## config.mk

```make
export PLATFORM = sky130hd
export DESIGN_NAME = aes_trace_driver
export DESIGN_NICKNAME = d
export VERILOG_FILES = /design/src/rtl/aes_trace_pkg.sv /design/src/rtl/aes_vec_ram.sv /design/src/rtl/aes_trace_driver.sv
export SDC_FILE = /design/constraint.sdc
export NUM_CORES = 1
export LEC_CHECK = 0
export CAP_MARGIN = 20
export CORE_AREA = 5 5 302 304
export DETAILED_ROUTE_END_ITERATION = 16
export DIE_AREA = 0 0 307 309
export GPL_TIMING_DRIVEN = 0
export HOLD_SLACK_MARGIN = 0.06
export PLACE_DENSITY = 0.69
export SLEW_MARGIN = 20
export SYNTH_ARGS = -nofsm -noshare
export SYNTH_HDL_FRONTEND = slang
export SYNTH_SLANG_ARGS = --single-unit
export TNS_END_PERCENT = 50
```

## constraint.sdc

```tcl
create_clock -name AES_clk -period 16.6 [get_ports AES_clk]
set_clock_uncertainty 0.1 [all_clocks]
set_input_delay 3.32 -clock AES_clk [delete_from_list [all_inputs] [get_ports AES_clk]]
set_output_delay 3.32 -clock AES_clk [all_outputs]
set_load 0.02 [all_outputs]
```

## src/rtl/aes_trace_pkg.sv

```systemverilog
// Shared types and helpers for the AES trace sequencer.
package aes_trace_pkg;

    // Sequencer states
    typedef enum logic [2:0] {
        ST_IDLE  = 3'd0,
        ST_SETUP = 3'd1,
        ST_RUN   = 3'd2,
        ST_GAP   = 3'd3,
        ST_DONE  = 3'd4
    } trace_state_e;

    localparam int DEF_DATA_W  = 128;
    localparam int DEF_NUM_VEC = 4;

    // Ceiling log2, never below 1 so a single-entry list still has an index bit
    function automatic int clog2_min1(input int n);
        int r;
        r = 0;
        while ((1 << r) < n) r++;
        return (r < 1) ? 1 : r;
    endfunction

endpackage

```

## src/rtl/aes_vec_ram.sv

```systemverilog
// Plaintext vector store: synchronous write, asynchronous read, no reset.
module aes_vec_ram
    import aes_trace_pkg::*;
#(
    parameter int DATA_W  = DEF_DATA_W,
    parameter int NUM_VEC = DEF_NUM_VEC,
    parameter int IDX_W   = clog2_min1(NUM_VEC)
) (
    input  logic              clk_i,
    input  logic              wr_i,
    input  logic [IDX_W-1:0]  waddr_i,
    input  logic [DATA_W-1:0] wdata_i,
    input  logic [IDX_W-1:0]  raddr_i,
    output logic [DATA_W-1:0] rdata_o
);

    // Array spans the full index range so any index value is a legal select;
    // entries at or above NUM_VEC are never written and never read.
    localparam int DEPTH = 1 << IDX_W;

    logic [DATA_W-1:0] mem_q [DEPTH];

    // Write port; addresses past the last stored vector are discarded
    always_ff @(posedge clk_i) begin
        if (wr_i && (int'(waddr_i) < NUM_VEC)) begin
            mem_q[waddr_i] <= wdata_i;
        end
    end

    assign rdata_o = mem_q[raddr_i];

endmodule

```

## src/rtl/aes_trace_driver.sv

```systemverilog
// Stimulus sequencer: replays stored plaintexts into an AES core under one
// latched key, triggers at each encryption start and returns tagged results.
module aes_trace_driver
    import aes_trace_pkg::*;
#(
    parameter int DATA_W      = DEF_DATA_W,
    parameter int NUM_VEC     = DEF_NUM_VEC,
    parameter int IDX_W       = clog2_min1(NUM_VEC),
    parameter int GAP_CYC     = 16,
    parameter int TIMEOUT_CYC = 64,
    parameter int CNT_W       = 16
) (
    input  logic              AES_clk,
    input  logic              AES_rst,
    input  logic              AES_start,
    input  logic              AES_loop,
    input  logic              AES_stop,
    input  logic [DATA_W-1:0] AES_key_in,
    input  logic              AES_vec_wr,
    input  logic [IDX_W-1:0]  AES_vec_addr,
    input  logic [DATA_W-1:0] AES_vec_data,
    output logic              AES_core_en,
    output logic [DATA_W-1:0] AES_core_data,
    output logic [DATA_W-1:0] AES_core_key,
    input  logic              AES_core_valid,
    input  logic [DATA_W-1:0] AES_core_result,
    output logic              AES_trig,
    output logic              AES_res_valid,
    output logic [DATA_W-1:0] AES_res_data,
    output logic [IDX_W-1:0]  AES_res_idx,
    output logic              AES_busy,
    output logic              AES_done,
    output logic              AES_timeout
);

    // A zero gap still spends one cycle in GAP so en visibly drops
    localparam int               GAP_LEN  = (GAP_CYC < 1) ? 1 : GAP_CYC;
    localparam logic [IDX_W-1:0] LAST_IDX = IDX_W'(NUM_VEC - 1);
    localparam logic [CNT_W-1:0] GAP_END  = CNT_W'(GAP_LEN);
    localparam logic [CNT_W-1:0] TO_END   = CNT_W'(TIMEOUT_CYC);
    localparam logic [CNT_W-1:0] CNT_ONE  = CNT_W'(1);

    trace_state_e      state_q, state_d;
    logic [IDX_W-1:0]  idx_q, idx_d;
    logic [CNT_W-1:0]  cnt_q, cnt_d;
    logic              stop_q, stop_d;
    logic              loop_q, loop_d;
    logic              timeout_q, timeout_d;
    logic [DATA_W-1:0] key_q, key_d;
    logic [DATA_W-1:0] core_data_q, core_data_d;
    logic [DATA_W-1:0] core_key_q, core_key_d;
    logic              res_valid_q, res_valid_d;
    logic [DATA_W-1:0] res_data_q, res_data_d;
    logic [IDX_W-1:0]  res_idx_q, res_idx_d;
    logic              busy;
    logic [DATA_W-1:0] vec_rd;

    assign busy = (state_q != ST_IDLE);

    // Vector memory is only writable while the sequencer is idle
    aes_vec_ram #(
        .DATA_W  (DATA_W),
        .NUM_VEC (NUM_VEC),
        .IDX_W   (IDX_W)
    ) u_vec_ram (
        .clk_i   (AES_clk),
        .wr_i    (AES_vec_wr && !busy),
        .waddr_i (AES_vec_addr),
        .wdata_i (AES_vec_data),
        .raddr_i (idx_q),
        .rdata_o (vec_rd)
    );

    // Next-state logic: sequencing, cycle counter, latches and result capture
    always_comb begin
        state_d     = state_q;
        idx_d       = idx_q;
        cnt_d       = cnt_q;
        stop_d      = stop_q;
        loop_d      = loop_q;
        timeout_d   = timeout_q;
        key_d       = key_q;
        core_data_d = core_data_q;
        core_key_d  = core_key_q;
        res_valid_d = 1'b0;
        res_data_d  = res_data_q;
        res_idx_d   = res_idx_q;

        // Stop is remembered while running and acted on only at the end of GAP
        if (busy && AES_stop) begin
            stop_d = 1'b1;
        end

        case (state_q)
            ST_IDLE: begin
                if (AES_start) begin
                    key_d     = AES_key_in;
                    loop_d    = AES_loop;
                    timeout_d = 1'b0;
                    stop_d    = 1'b0;
                    idx_d     = '0;
                    cnt_d     = '0;
                    state_d   = ST_SETUP;
                end
            end
            ST_SETUP: begin
                core_data_d = vec_rd;
                core_key_d  = key_q;
                cnt_d       = CNT_ONE;
                state_d     = ST_RUN;
            end
            ST_RUN: begin
                // A valid on the expiry cycle takes priority over the timeout
                if (AES_core_valid) begin
                    res_valid_d = 1'b1;
                    res_data_d  = AES_core_result;
                    res_idx_d   = idx_q;
                    cnt_d       = CNT_ONE;
                    state_d     = ST_GAP;
                end else if (cnt_q >= TO_END) begin
                    timeout_d = 1'b1;
                    cnt_d     = CNT_ONE;
                    state_d   = ST_GAP;
                end else begin
                    cnt_d = cnt_q + CNT_ONE;
                end
            end
            ST_GAP: begin
                if (cnt_q >= GAP_END) begin
                    cnt_d = '0;
                    if (stop_q) begin
                        state_d = ST_DONE;
                    end else if (idx_q != LAST_IDX) begin
                        idx_d   = idx_q + IDX_W'(1);
                        state_d = ST_SETUP;
                    end else if (loop_q) begin
                        idx_d   = '0;
                        state_d = ST_SETUP;
                    end else begin
                        state_d = ST_DONE;
                    end
                end else begin
                    cnt_d = cnt_q + CNT_ONE;
                end
            end
            ST_DONE: begin
                cnt_d   = '0;
                state_d = ST_IDLE;
            end
            default: begin
                state_d = ST_IDLE;
            end
        endcase
    end

    // State and datapath registers; reset clears every visible output
    always_ff @(posedge AES_clk) begin
        if (AES_rst) begin
            state_q     <= ST_IDLE;
            idx_q       <= '0;
            cnt_q       <= '0;
            stop_q      <= 1'b0;
            loop_q      <= 1'b0;
            timeout_q   <= 1'b0;
            key_q       <= '0;
            core_data_q <= '0;
            core_key_q  <= '0;
            res_valid_q <= 1'b0;
            res_data_q  <= '0;
            res_idx_q   <= '0;
        end else begin
            state_q     <= state_d;
            idx_q       <= idx_d;
            cnt_q       <= cnt_d;
            stop_q      <= stop_d;
            loop_q      <= loop_d;
            timeout_q   <= timeout_d;
            key_q       <= key_d;
            core_data_q <= core_data_d;
            core_key_q  <= core_key_d;
            res_valid_q <= res_valid_d;
            res_data_q  <= res_data_d;
            res_idx_q   <= res_idx_d;
        end
    end

    // en follows RUN directly; trig marks the first RUN cycle (counter at 1)
    assign AES_core_en   = (state_q == ST_RUN);
    assign AES_trig      = (state_q == ST_RUN) && (cnt_q == CNT_ONE);
    assign AES_core_data = core_data_q;
    assign AES_core_key  = core_key_q;
    assign AES_res_valid = res_valid_q;
    assign AES_res_data  = res_data_q;
    assign AES_res_idx   = res_idx_q;
    assign AES_busy      = busy;
    assign AES_done      = (state_q == ST_DONE);
    assign AES_timeout   = timeout_q;

endmodule

```

==> impl_metrics.toml <==
[outcome]
status = "finished clean"

[global_route]
grt_max_degree = 46
top_usage_layer = "met2"
gr-total-overflow = 0
globalRouteMet1Util_pct = 29.64
grt_pass1_wl_mm = 176.0
antenna_found_initial = 25
grt_usage_pct = 24.99
use_met3_pct = 8.579
grt_pass1_vias = 26462
met2_usage_pct = 40.48

[yosys]
synth.distinct_cells = 47
syn-cell-area_um2 = 37240
syn_avg_cell_area_um2 = 12.08
yosysWarnings = 0
async_reset_ff_share_pct = 0
synth_flop_cell = "dfxtp_1"
synth_fp_nets = 3480
netlist_instances = 3083
synth_edf_count = 512
ys_ff_latch = 1051
ys_seq_area_share_pct = 70.25

[worst_setup_path]
worstReg2RegStart = "state_q[0]"
cp-start-kind = "flip-flop"
cp_max_fo = 7
critPathCaptureType = "output port"
path_class = "flip-flop to output port"
r2r_end = "u_vec_ram.mem_q[0][60]"
critPathArrivalTime_ns = 2.80
rrSetupSlack_ns = 12.94
required_ns = 13.18
reg2reg_depth = 9
crit_start = "cnt_q[9]"

[power_and_ir_drop]
p_per_area_nw_per_um2 = 119.7
vdd_drop_max_uv = 96.62
p_leak_uw = 0.01658

[clock_tree]
clockBufferDepth = 3
ctsHtreeMaxLevel = 3
cts_setup_buffers = 0
cts_tree = "built"
cts.sinks = 1051
clkTransAtPathRegs_ns = 0.06
holdBufCountCts = 0
clock_latency_ns = 0.69
numCtsBuffers = 106
cts_root_buf = "clkbuf_16"
post_cts_resize_count = 0

[sta]
hold_viol_final = 0
final.min_clock_period_ns = 6.218
finalSetupViolCount = 0
clock.fmax_ghz = 0.1608
drv_slew = 0
whs_ns = 0.3438
post-route-period-util_pct = 37.46
tightest_slew_ns = 0.9947
maxSlewHeadroom_pct = 33.69
rsz0062_at_grt = "no"

[placement]
place_congestion = 0.9252
placed_cells = 5066
io_buffers = 783
dp_hpwl_mm = 93.56

[final_layout]
drive_gt1_share_pct = 8.874
layout_common_cells = "nand2_1, clkdlybuf4s50_1, dfxtp_1"
stdcell_count = 5286
final_util_pct = 57.58
layout_commonest_cell = "nand2_1"
num-fill-cells = 7323
syn2layout_area_growth_pct = 36.00
fin_nets = 4406

[detailed_routing]
finalWirelength_mm = 123.6
first_pass_iters = 5
drcViolationCount = 0
vias = 26839
ant_nets = 0
vias_per_cell = 5.077
drt-wirelength-per-cell_um = 23.39
first_iter_violations = 2003

[die]
io_pins = 785
num_rows = 109
fp.dieH_um = 309
dieArea_um2 = 94860
core_area_um2 = 87970
die_x_um = 307
start_util_pct = 42.34

[min_path]
min_to = "AES_core_key[56]"
min-delay-path-class = "flip-flop to flip-flop"
worstHoldStart = "key_q[56]"
min_path_cells = 2

[flow_run]
drv_cap = 0
==> kinds of logic after synthesis <==
logic type | Yosys count | share of synthesized area (%)
simple gates | 1123 | 11.82
flops | 1051 | 70.25
compound gates | 546 | 7.525
buf+inv | 224 | 2.362
mux | 130 | 7.794
xor+xnor | 5 | 0.1176
fa+ha+maj | 4 | 0.1344
==> state kept, by name, summed over array words and instances, names as in the netlist <==
register / count
AES_res_idx: 2
stop_q: 1
AES_res_valid: 1
AES_timeout: 1
u_vec_ram.mem_q: 512
state_q: 3
loop_q: 1
key_q: 128
cnt_q: 16
AES_core_key: 128
AES_core_data: 128
AES_res_data: 128
idx_q: 2
==> routing by layer <==
layer,wire (um),up-vias
met1,46210,13044
met3,11520,205
met4,7461,14
met2,58320,909
met5,113,-
li1,-,12667
==> synthesized netlist by cell type, drive strengths merged (5+ instances only) <==
master  number  area (um2)
a211oi       7       67.57
a21oi      521        2608
buf         28       143.9
clkbuf     188       705.7
dfxtp      539       10790
edfxtp     512       15370
inv          8       30.03
mux4       128        2883
nand2     1043        3915
nand3        9       45.04
nand4        8       50.05
nor2        13       48.80
nor3         6       30.03
nor4         8       56.30
o21ai        5       25.02
or3          6       37.54
or4          5       37.54
xnor2        5       43.79
==> layout make-up <==
cell class                 count  area (um2)  area share, %
timing repair buffer         818        8374          16.53
buffer                       216       852.1          1.682
tap                         1165        1458          2.878
sequential                  1051       26170          51.66
clock inverter                44       414.1         0.8176
clock buffer                 157        3082          6.084
antenna                       19       47.55        0.09387
multi-input combinational   1808       10230          20.20
inverter                       8       30.03        0.05928
==> through the flow <==
| stage | setup TNS (ns) | power, uW | cell area (um2) | setup WS (ns) |
|---|---|---|---|---|
| floorplan | 0 | 3325 | 37240 | 2.979 |
| global placement | -748.21 | 3738 | 46540 | -5.862 |
| detailed placement | 0 | 3744 | 47110 | 10.49 |
| CTS | 0 | 6107 | 50600 | 10.31 |
| global route | 0 | 6277 | 50620 | 10.21 |
| finish | 0 | 6061 | 50650 | 10.38 |
==> critical path, cell delays in order, from the launching register on <==
cell	delay (ns)
dfxtp_1	0.36
nor4_1	0.53
nand4_1	0.26
nor2_1	0.25
clkdlybuf4s50_1	0.73
==> power by group <==
group          switching, uW  total, uW  internal (uW)
combinational            468        760            292
clock                   1020       2370           1360
sequential              61.7       2930           2870
==> worst max-delay path by stage <==
| stage | to | slack (ns) | cells past startpoint |
|---|---|---|---|
| 6_report | AES_trig | 10.38 | 4 |
| 5_1_grt | AES_trig | 10.21 | 4 |
| 4_1_cts | AES_trig | 10.31 | 4 |
| 3_5_place_dp | u_vec_ram.mem_q[0][72] | 10.49 | 8 |
| 3_3_place_gp | u_vec_ram.mem_q[0][72] | -5.86 | 3 |
| 2_1_floorplan | u_vec_ram.mem_q[0][0] | 2.98 | 2 |
(Power assumes the default switching activity.)
